===== src/rtl/bcd_counter_7seg_mux.sv =====
// Up/down BCD counter with prescaled tick, checked load and a
// multiplexed, leading-zero-blanking seven-segment driver.
module bcd_counter_7seg_mux #(
  parameter int NUM_DIGITS     = 4,
  parameter int MODULUS        = 1000,
  parameter int TICK_CYCLES    = 100_000_000,
  parameter int REFRESH_CYCLES = 100_000
) (
  input  logic                    clk_100Mhz,
  input  logic                    reset_out,
  input  logic                    enable,
  input  logic                    up_down,
  input  logic                    load,
  input  logic [4*NUM_DIGITS-1:0] load_value,
  input  logic                    blank_lz,
  output logic [4*NUM_DIGITS-1:0] count_bcd,
  output logic                    wrap,
  output logic                    load_err,
  output logic [NUM_DIGITS-1:0]   anode,
  output logic [6:0]              seg
);

  localparam int W  = 4 * NUM_DIGITS;
  localparam int PW = $clog2(TICK_CYCLES);
  localparam int RW = $clog2(REFRESH_CYCLES);
  localparam int SW = (NUM_DIGITS > 1) ? $clog2(NUM_DIGITS) : 1;

  // Elaboration-time only: turns the modulus into BCD constants.
  function automatic logic [W+3:0] to_bcd(input longint v);
    logic [W+3:0] r;
    longint       t;
    r = '0;
    t = v;
    for (int i = 0; i <= NUM_DIGITS; i++) begin
      r[4*i +: 4] = 4'(t % 10);
      t = t / 10;
    end
    return r;
  endfunction

  function automatic logic [6:0] enc(input logic [3:0] d);
    logic [6:0] s;
    case (d)
      4'd0:    s = 7'b0000001;
      4'd1:    s = 7'b1001111;
      4'd2:    s = 7'b0010010;
      4'd3:    s = 7'b0000110;
      4'd4:    s = 7'b1001100;
      4'd5:    s = 7'b0100100;
      4'd6:    s = 7'b0100000;
      4'd7:    s = 7'b0001111;
      4'd8:    s = 7'b0000000;
      4'd9:    s = 7'b0000100;
      default: s = 7'b1111111;
    endcase
    return s;
  endfunction

  localparam logic [W+3:0] MOD_BCD = to_bcd(longint'(MODULUS));
  localparam logic [W+3:0] MAX_BCD = to_bcd(longint'(MODULUS - 1));

  logic [PW-1:0] presc;
  logic          tick;
  logic          load_ok;
  logic          at_top;
  logic          at_zero;
  logic [W-1:0]  inc_val;
  logic [W-1:0]  dec_val;

  assign tick    = enable && (presc == PW'(TICK_CYCLES - 1));
  assign at_top  = (count_bcd == MAX_BCD[W-1:0]);
  assign at_zero = (count_bcd == '0);

  // Valid BCD compares numerically as a plain unsigned vector.
  always_comb begin
    load_ok = ({4'd0, load_value} < MOD_BCD);
    for (int i = 0; i < NUM_DIGITS; i++)
      if (load_value[4*i +: 4] > 4'd9) load_ok = 1'b0;
  end

  always_comb begin
    logic c;
    logic b;
    inc_val = count_bcd;
    dec_val = count_bcd;
    c = 1'b1;
    b = 1'b1;
    for (int i = 0; i < NUM_DIGITS; i++) begin
      if (c) begin
        if (count_bcd[4*i +: 4] == 4'd9) begin
          inc_val[4*i +: 4] = 4'd0;
        end else begin
          inc_val[4*i +: 4] = count_bcd[4*i +: 4] + 4'd1;
          c = 1'b0;
        end
      end
      if (b) begin
        if (count_bcd[4*i +: 4] == 4'd0) begin
          dec_val[4*i +: 4] = 4'd9;
        end else begin
          dec_val[4*i +: 4] = count_bcd[4*i +: 4] - 4'd1;
          b = 1'b0;
        end
      end
    end
  end

  always_ff @(posedge clk_100Mhz or posedge reset_out) begin
    if (reset_out) begin
      presc     <= '0;
      count_bcd <= '0;
      wrap      <= 1'b0;
      load_err  <= 1'b0;
    end else begin
      wrap     <= 1'b0;
      load_err <= 1'b0;
      if (enable) presc <= tick ? '0 : presc + 1'b1;
      if (load) begin
        if (load_ok) begin
          count_bcd <= load_value;
          presc     <= '0;
        end else begin
          load_err <= 1'b1;
        end
      end else if (tick) begin
        if (up_down) begin
          count_bcd <= at_top ? '0 : inc_val;
          wrap      <= at_top;
        end else begin
          count_bcd <= at_zero ? MAX_BCD[W-1:0] : dec_val;
          wrap      <= at_zero;
        end
      end
    end
  end

  logic [RW-1:0]         refresh;
  logic [SW-1:0]         sel;
  logic [NUM_DIGITS-1:0] blank_mask;
  logic [3:0]            cur_digit;
  logic                  cur_blank;

  // A digit blanks only when it and every digit above it are zero.
  always_comb begin
    logic zero;
    zero = 1'b1;
    blank_mask = '0;
    for (int i = NUM_DIGITS - 1; i >= 0; i--) begin
      zero = zero && (count_bcd[4*i +: 4] == 4'd0);
      blank_mask[i] = blank_lz && zero && (i != 0);
    end
  end

  always_comb begin
    cur_digit = 4'd0;
    cur_blank = 1'b0;
    for (int i = 0; i < NUM_DIGITS; i++) begin
      if (sel == SW'(i)) begin
        cur_digit = count_bcd[4*i +: 4];
        cur_blank = blank_mask[i];
      end
    end
  end

  always_ff @(posedge clk_100Mhz or posedge reset_out) begin
    if (reset_out) begin
      refresh <= '0;
      sel     <= '0;
      anode   <= ~NUM_DIGITS'(1);
      seg     <= 7'b0000001;
    end else begin
      if (refresh == RW'(REFRESH_CYCLES - 1)) begin
        refresh <= '0;
        sel     <= (sel == SW'(NUM_DIGITS - 1)) ? '0 : sel + 1'b1;
      end else begin
        refresh <= refresh + 1'b1;
      end
      anode <= ~(NUM_DIGITS'(1) << sel);
      seg   <= cur_blank ? 7'b1111111 : enc(cur_digit);
    end
  end

endmodule


===== config.mk =====
export PLATFORM = sky130hd
export DESIGN_NAME = bcd_counter_7seg_mux
export DESIGN_NICKNAME = d
export VERILOG_FILES = /design/src/rtl/bcd_counter_7seg_mux.sv
export SDC_FILE = /design/constraint.sdc
export NUM_CORES = 1
export LEC_CHECK = 0
export ABC_AREA = 1
export CORE_MARGIN = 2
export CORE_UTILIZATION = 62
export DETAILED_ROUTE_END_ITERATION = 8
export GPL_TIMING_DRIVEN = 0
export PLACE_DENSITY_LB_ADDON = 0.1
export SYNTH_ARGS = -nofsm -noshare
export SYNTH_HDL_FRONTEND = slang
export SYNTH_SLANG_ARGS = --single-unit

===== constraint.sdc =====
create_clock -name clk_100Mhz -period 3.7 [get_ports clk_100Mhz]
set_input_delay 0.37 -clock clk_100Mhz [delete_from_list [all_inputs] [get_ports clk_100Mhz]]
set_output_delay 0.37 -clock clk_100Mhz [all_outputs]
set_load 0.03 [all_outputs]

==> impl_metrics.tcl, run 1 <==
set metrics [dict create \
    die_w_um 94.2 \
    rr_endpoint "seg[3]" \
    numPortBuffers 48 \
    endpoint_kind "flip-flop" \
    critPathMaxStageDelay_ns 0.58 \
    hold_buffers 0 \
    cp_slowest_cell "o21ai_0" \
    period_minus_slack_ns 2.43 \
    dr_wl_met3_um 888 \
    die_area_um2 8880 \
    grt_max_degree 68 \
    cp_top_family "compound AO/OA/AOI/OAI gates" \
    drc_errors 0 \
    dpl_cell_area_um2 5680 \
    max-cap-violations 0 \
    top_layer_used "met4" \
    cp-start-kind "flip-flop" \
    yosysSeqAreaShare_pct 37.3 \
    grt_overflow 0 \
    drv_slew 0 \
    r2r_setup_slack_ns 1.27 \
    reg2reg_depth 8 \
    nets 801 \
    crit_required_ns 3.94 \
    num_antenna_cells 0 \
    syn_nets 741 \
    wirelength_mm 12.3 \
    dp.final_hpwl_mm 9.18 \
    nFillCells 627 \
    drtAntennaViolNets 0 \
    cts_resized 0 \
    rsz0062_at_grt "false" \
    max_freq_mhz 411 \
    fin_crit_sh_pct 65.7 \
    htree_levels 3 \
    rows 32 \
    final_common_cell "nand2_1" \
    vias 4930 \
    path_max_fanout 7 \
    grt_pass1_wl_mm 20.9 \
    drtIter0Drc 419 \
    finalSetupViolCount 0 \
    ir_drop_mv 0.227 \
    routed_via_density 5.72 \
    path_cells "ha_1, inv_1, o21ai_0, inv_1, ha_1, or2_2, nand3_1, nand3_1" \
    drt_first_pass_iters 6 \
    ys_types 44 \
    core_um2 7810 \
    cts_tree "yes" \
    avgSynthCellArea_um2 7.26 \
    clock-sinks 75 \
    route.met2.wl_mm 5.87 \
    p_leak_nw 2.85 \
    ys_ff_latch 75 \
    layout_common_cells "nand2_1 (152), inv_1 (83), nor2_1 (73), dfrtp_1 (71), nand3_1 (70)" \
    r2r-start "sel[0]" \
    relSlewSlack_pct 52.8 \
    place_congestion 0.939 \
    hold_viol 0 \
    yosysWarnings 0 \
    grt_use_total_pct 29.8 \
    layout.area.seq_um2 1880 \
    wl_per_cell_um 14.2 \
    p_per_area_nw_per_um2 397 \
    m1WireLength_mm 5.11 \
    cts-buffers-inserted 9 \
    grt_pass1_vias 4712 \
    status "finished, final reports clean" \
    initial_core_util_pct 64.6 \
    cts_setup_buffers 0 \
    path_class "reg -> reg" \
    syn2layout_area_growth_pct 15.9 \
    final_cell_area_um2 5850 \
    dp_cells 846 \
    hold_class "in -> async" \
    final_cells 862 \
    clk_latency_ns 0.36 \
    fin_skew_ns 0.0121 \
    multi_input_area_um2 2720 \
    die_y_um 94.2 \
    worst-path-buf-inv 2 \
    pin_count 51 \
    worstPathArrival_ns 2.67 \
    cts_buffer_depth 2 \
    synthCells 695 \
    netlist_area_um2 5050 \
    clk_pin_slew_ns 0.09 \
    antenna_found_initial 0 \
    tns_ns 0 \
    tightest_slew_ns 0.700 \
    drive_above_1_share_pct 10.3 \
    root_buffer "clkbuf_8" \
]
==> report_power, final <==
part	internal (mW)	switching (mW)
registers	0.923	0.100
logic	0.280	0.454
clock network	0.242	0.323
total	1.45	0.878
==> through the flow <==
stage | hold slack [ns] | setup WS, ns | power [mW] | utilization [%]
6_report | 0.251 | 1.27 | 2.32 | 74.9
5_1_grt | 0.259 | 1.05 | 2.46 | 74.9
4_1_cts | 0.237 | 1.28 | 2.32 | 74.9
3_5_place_dp | 0.456 | 1.28 | 1.76 | 72.8
3_3_place_gp | 0.447 | 0.244 | 1.72 | 72.4
2_1_floorplan | 0.433 | 1.43 | 1.52 | -
==> worst reg2reg max path, stage by stage, from the launching register on <==
cell and delay [ns]:
dfrtp_1 0.40, ha_1 0.29, inv_1 0.14, o21ai_0 0.58, inv_1 0.20, ha_1 0.23
or2_2 0.31, nand3_1 0.09, nand3_1 0.08
==> final cells by class <==
type	count	area share, %
multi-input cells	509	46.4
flip-flops and latches	75	32.2
clock inverters	5	0.535
clock buffers	11	2.25
repair buffers	49	8.69
well taps	102	2.18
inverters	96	6.23
plain buffers	15	1.50
==> cells in the mapped netlist, drive strengths merged <==
master	instances	share of area (%)
nor3b	4	0.60
nand3	74	7.9
nand4	25	3.1
a21oi	31	3.2
buf	10	1.4
dfstp	4	2.1
a211oi	2	0.30
xor2	10	1.7
inv	95	7.1
o21bai	1	0.15
nor3	22	2.8
ha	24	6.0
nand2	163	13
a22oi	2	0.30
nor4	2	0.25
dfrtp	71	35
xnor2	1	0.17
nor2	81	6.7
nand3b	2	0.30
clkbuf	5	0.37
o211ai	7	1.0
or2	4	0.50
a21boi	1	0.15
clkinv	1	0.099
o21ai	46	4.8
and2	2	0.25
and3	1	0.12
o21a	3	0.45
o31ai	1	0.15
==> per-layer routing <==
layer / global-route usage (%) / up-vias
met5: 0 / -
met4: 15.5 / 0
met3: 4.82 / 40
met2: 48.7 / 248
met1: 38.0 / 2244
li1: - / 2398
==> flip-flops by register name (all words and copies together) (netlist names) <==
name       count
seg            7
count_bcd     16
wrap           1
presc         27
refresh       17
sel            2
load_err       1
anode          4
==> cells by family (layout without fill, tap and decap cells) <==
group                      count (synthesis)  after routing  synth area share (%)
xor gates and xnor gates                  11             11                  1.91
AOI/OAI and AO/OA                         94             94                  10.5
adders and majority gates                 24             24                  5.95
DFF                                       75             75                  37.3
buffers and inverters                    111            176                  8.90
and+or+nand+nor                          380            380                  35.4
==> worst max-delay path by stage <==
stage               from             to  cells after the start
2_1_floorplan  reset_out       anode[0]                      1
3_3_place_gp   reset_out  count_bcd[15]                      2
3_5_place_dp      sel[0]         seg[3]                      8
4_1_cts           sel[0]         seg[3]                      8
5_1_grt           sel[0]         seg[6]                      8
6_report          sel[0]         seg[3]                      8
Note: power is estimated with default switching activity, not from simulation.
==> inputs of run 2 (changes only) <==
- CORE_UTILIZATION: 62 -> 58
- clock period: 3.7 -> 2.4 ns (I/O delays scaled with it)
==> impl_metrics.tcl, run 2 (synthesis results as in run 1) <==
set metrics [dict create \
    final_cells 868 \
    dp.final_hpwl_mm 9.18 \
    place_congestion 0.936 \
    initial_core_util_pct 58.7 \
    regMostFlops "presc" \
    syn2layout_area_growth_pct 17.3 \
    cts_setup_buffers 0 \
    layout_common_cells "nand2_1 (152), inv_1 (83), nor2_1 (73), dfrtp_1 (71), nand3_1 (70)" \
    cts-buffers-inserted 9 \
    grt_use_total_pct 27.2 \
    worstPathArrival_ns 2.44 \
    p_seq_share_pct 41.2 \
    p_switching_mw 1.36 \
    period_minus_slack_ns 2.21 \
    clock-sinks 75 \
    cts_buffer_depth 2 \
    clk_latency_ns 0.36 \
    p_per_area_nw_per_um2 648 \
    crit_required_ns 2.64 \
    rsz0062_at_grt "false" \
    die_area_um2 9460 \
    wl_per_cell_um 14.3 \
    clk_pin_slew_ns 0.08 \
    clock_power_share_pct 29.2 \
    grt_overflow 0 \
    drtIter0Drc 311 \
    antenna_found_initial 0 \
    p_int_mw 2.47 \
    hold_buffers 0 \
    path_max_fanout 6 \
    combPwrFrac_pct 29.6 \
    max-cap-violations 0 \
    hold_class "in -> reg" \
    final_cell_area_um2 5920 \
    hold_viol 0 \
    path_class "reg -> reg" \
    grt_pass1_vias 4728 \
    pin_count 51 \
    drv_slew 0 \
    die_y_um 97.3 \
    drtAntennaViolNets 0 \
    final_util_pct 68.9 \
    cp-start-kind "flip-flop" \
    p_leak_nw 2.88 \
    vias 4871 \
    cts_tree "yes" \
    largest_reg_flops 27 \
    top_regs "presc x27, refresh x17, count_bcd x16" \
    finalSetupViolCount 0 \
    wirelength_mm 12.4 \
    drive_above_1_share_pct 10.5 \
    hold_depth 3 \
    num_antenna_cells 0 \
    grt_max_degree 45 \
    die_w_um 97.3 \
    drc_errors 0 \
    numPortBuffers 48 \
    dp_cells 852 \
    endpoint_kind "flip-flop" \
    reg2reg_depth 11 \
    r2r-start "sel[0]" \
    hp-start "enable" \
    max_freq_mhz 453 \
    rows 34 \
    status "finished, final reports clean" \
    grt_pass1_wl_mm 21.3 \
    ir_drop_mv 0.317 \
    root_buffer "clkbuf_8" \
    htree_levels 3 \
    fin_skew_ns 0.00972 \
    drt_first_pass_iters 5 \
    setup.worst_path.start "sel[0]" \
    routed_via_density 5.61 \
    tightest_slew_ns 0.669 \
    power.share.switching_pct 35.6 \
    fin_crit_sh_pct 91.9 \
    nets 801 \
    dpl_cell_area_um2 5690 \
    final_common_cell "nand2_1" \
    core_um2 8590 \
    relSlewSlack_pct 55.0 \
]
==> run 2: cell types whose count changed in the layout (fill, tap and decap cells not counted) <==
cell / before / now
clkinvlp_4: 1 / 0
clkbuf_8: 9 / 10
bufinv_16: 0 / 2
o21ai_2: 3 / 5
o21ai_0: 33 / 31
clkinv_2: 4 / 2
==> run 2: cell type report <==
type	instances	area, um^2
Multi-Input combinational cell	509	2720
Fill cell	713	2680
Sequential cell	75	1880
Timing Repair Buffer	49	508
Inverter	96	364
Clock buffer	12	145
Tap cell	108	135
Buffer	15	87.6
Clock inverter	4	73.8
==> run 2: worst max-delay path, stage by stage (launching register included) <==
cell,delay [ns]
dfrtp_1,0.42
inv_1,0.11
ha_1,0.31
nand3_1,0.15
nand2_1,0.10
nand2_1,0.08
o21ai_2,0.14
inv_1,0.14
ha_1,0.20
or2_2,0.30
nand3_1,0.07
nand3_1,0.07
==> run 2: what timing repair did <==
action                                  4_1_cts  5_1_grt
gates resized for setup                       1        3
endpoints found under the setup margin        2        4
cloned                                        0        0
==> run 2: metrics by stage <==
step | setup slack [ns] | setup TNS (ns) | hold WS, ns | power (mW)
after global placement | -1.01 | -72.31 | 0.447 | 2.67
final | 0.194 | 0 | 0.227 | 3.84
after global routing | 0.0120 | 0 | 0.231 | 4.05
after CTS | 0.0247 | 0 | 0.223 | 3.84
after detailed placement | -0.0471 | -0.0836 | 0.455 | 2.72
after floorplan | 0.257 | 0 | 0.418 | 2.34
==> run 2: final timing paths <==
path / end / slack (ns)
min in group asynchronous: presc[9] / 0.25
min reg2reg: refresh[0] / 0.46
max: seg[6] / 0.19
min: presc[0] / 0.23
max in group asynchronous: anode[2] / 1.53
max reg2reg: seg[6] / 0.19
==> run 2: power by group through the flow <==
stage	clock (mW)	sequential, mW	combinational, mW
3_3_place_gp	0	1.59	1.08
2_1_floorplan	0	1.71	0.631
5_1_grt	1.18	1.60	1.27
3_5_place_dp	0	1.60	1.12
6_report	1.12	1.58	1.14
4_1_cts	1.13	1.58	1.13
==> run 2: per-layer routing <==
metal	vias up	GRT usage, %	routed length (um)
met4	0	13.4	389
met1	2280	35.2	5430
met5	-	0	0
met2	166	45.1	5940
met3	35	3.96	677
li1	2390	-	-
==> inputs of run 3 (changes only) <==
- CORE_MARGIN: 2 -> 5
- CTS_CLUSTER_SIZE: not set -> 28
- RECOVER_POWER: not set -> 100
==> impl_metrics.tcl, run 3 (synthesis results as in run 1) <==
set metrics [dict create \
    relSlewSlack_pct 16.1 \
    die_y_um 103 \
    place_congestion 1.02 \
    worstPathArrival_ns 2.44 \
    drtIter0Drc 317 \
    dp_cells 852 \
    rows 34 \
    p_seq_share_pct 42.6 \
    die_area_um2 10700 \
    drc_errors 0 \
    grt_pass1_wl_mm 20.9 \
    num_antenna_cells 0 \
    status "finished, final reports clean" \
    clk_latency_ns 0.35 \
    layout_common_cells "nand2_1 (156), inv_1 (86), nor2_1 (75), nand3_1 (72), dfrtp_1 (71)" \
    critPathMaxStageDelay_ns 0.47 \
    die_w_um 103 \
    nets 801 \
    period_minus_slack_ns 2.21 \
    grt_overflow 0 \
    pin_count 51 \
    cts-buffers-inserted 9 \
    grtUsageMet3_pct 3.69 \
    top_regs "presc x27, refresh x17, count_bcd x16" \
    vias 4842 \
    path_class "reg -> reg" \
    fin_crit_sh_pct 92.0 \
    wirelength_mm 11.9 \
    core_um2 8590 \
    grt_pass1_vias 4600 \
    cts_buffer_depth 2 \
    use_met1_pct 31.3 \
    path_common_cell "nor2_1" \
    hold_class "in -> reg" \
    max-cap-violations 0 \
    final_common_cell "nand2_1" \
    cp_top_family "simple AND/OR/NAND/NOR gates" \
    dp.final_hpwl_mm 8.95 \
    wl_per_cell_um 13.8 \
    grt_max_degree 48 \
    use_met2_pct 40.6 \
    fin_hold_ws_ns 0.234 \
    initial_core_util_pct 58.7 \
    clk_pin_slew_ns 0.08 \
    routed_via_density 5.58 \
    cp-start-kind "flip-flop" \
    finalSetupViolCount 0 \
    syn2layout_area_growth_pct 15.6 \
    path_max_fanout 8 \
    tightest_slew_ns 1.25 \
    combPwrFrac_pct 29.3 \
    clock-sinks 75 \
    worst-path-buf-inv 1 \
    hold_buffers 0 \
    regMostFlops "presc" \
    fin_skew_ns 0.0105 \
    p_switching_mw 1.32 \
    drtAntennaViolNets 0 \
    p_leak_nw 2.90 \
    drive_above_1_share_pct 8.82 \
    clock_power_share_pct 28.1 \
    nFillCells 734 \
    numPortBuffers 48 \
    top_usage_layer "met2" \
    hold_viol 0 \
    max_freq_mhz 453 \
    cts_tree "yes" \
    path_cells "inv_1, ha_1, nand3_1, nor2_1, nor2_1, a21oi_1, nand2_4, nand2_1, o21ai_2" \
    p_int_mw 2.36 \
    rsz0062_at_grt "false" \
    largest_reg_flops 27 \
    power.share.switching_pct 35.9 \
    htree_levels 3 \
    antenna_found_initial 0 \
    drt_first_pass_iters 5 \
    p_per_area_nw_per_um2 631 \
    cp_slowest_cell "dfrtp_1" \
    drv_slew 0 \
    grt_use_total_pct 24.2 \
    final_cells 868 \
    endpoint_kind "flip-flop" \
    root_buffer "clkbuf_8" \
    ir_drop_mv 0.310 \
    r2r_setup_slack_ns 0.19 \
    crit_required_ns 2.63 \
]
run 3: per-stage QoR:
| stage | worst slack, ns | setup TNS (ns) | total power, mW | instance area (um^2) | utilization [%] |
|---|---|---|---|---|---|
| 3_3_place_gp | -0.983 | -70.45 | 2.67 | 5660 | 65.9 |
| 6_report | 0.193 | 0 | 3.68 | 5830 | 67.9 |
| 2_1_floorplan | 0.257 | 0 | 2.34 | 5050 | - |
| 4_1_cts | 0.101 | 0 | 3.75 | 5900 | 68.7 |
| 3_5_place_dp | -0.0716 | -0.134 | 2.71 | 5690 | 66.2 |
| 5_1_grt | 0.00500 | 0 | 3.93 | 5830 | 67.9 |
run 3: worst paths after layout:
path	start	endpoint	cells after the start
min in group asynchronous	reset_out	presc[20]	2
min	enable	presc[0]	3
min reg2reg	refresh[0]	refresh[0]	1
max	count_bcd[4]	count_bcd[9]	9
max reg2reg	count_bcd[4]	count_bcd[9]	9
max in group asynchronous	reset_out	count_bcd[10]	3
run 3: repair_timing:
action / in CTS / in global routing
buffers inserted: 0 / 0
setup endpoints to repair: 2 / 3
gates resized for setup: 2 / 2
run 3: worst min-delay path: cells and delay by family:
kind	cells	cell delay, ns
buffers and inverters	1	0.16
and+or+nand+nor	1	0.09
AOI/OAI and AO/OA	1	0.06
run 3: area by class of cell:
cell class	instances	area [um^2]	area share (%)
Multi-Input combinational cell	509	2680	45.9
Sequential cell	75	1880	32.3
Timing Repair Buffer	49	488	8.36
Inverter	96	363	6.22
Clock buffer	11	151	2.59
Tap cell	108	135	2.32
Buffer	15	78.8	1.35
Clock inverter	5	58.8	1.01
run 3: power groups by stage:
stage	Clock [mW]	Sequential [mW]	Combinational [mW]
global placement	0	1.59	1.08
finish	1.04	1.57	1.08
global route	1.11	1.60	1.22
detailed placement	0	1.59	1.11
CTS	1.06	1.57	1.12
floorplan	0	1.71	0.631
run 3: per-layer routing:
metal  vias to the layer above  part of all wire, %  wire, um
met4                         0                  2.4       284
met3                        30                  7.1       847
met2                       206                   48      5700
met5                         -                    0         0
li1                       2396                    -         -
met1                      2210                   43      5120
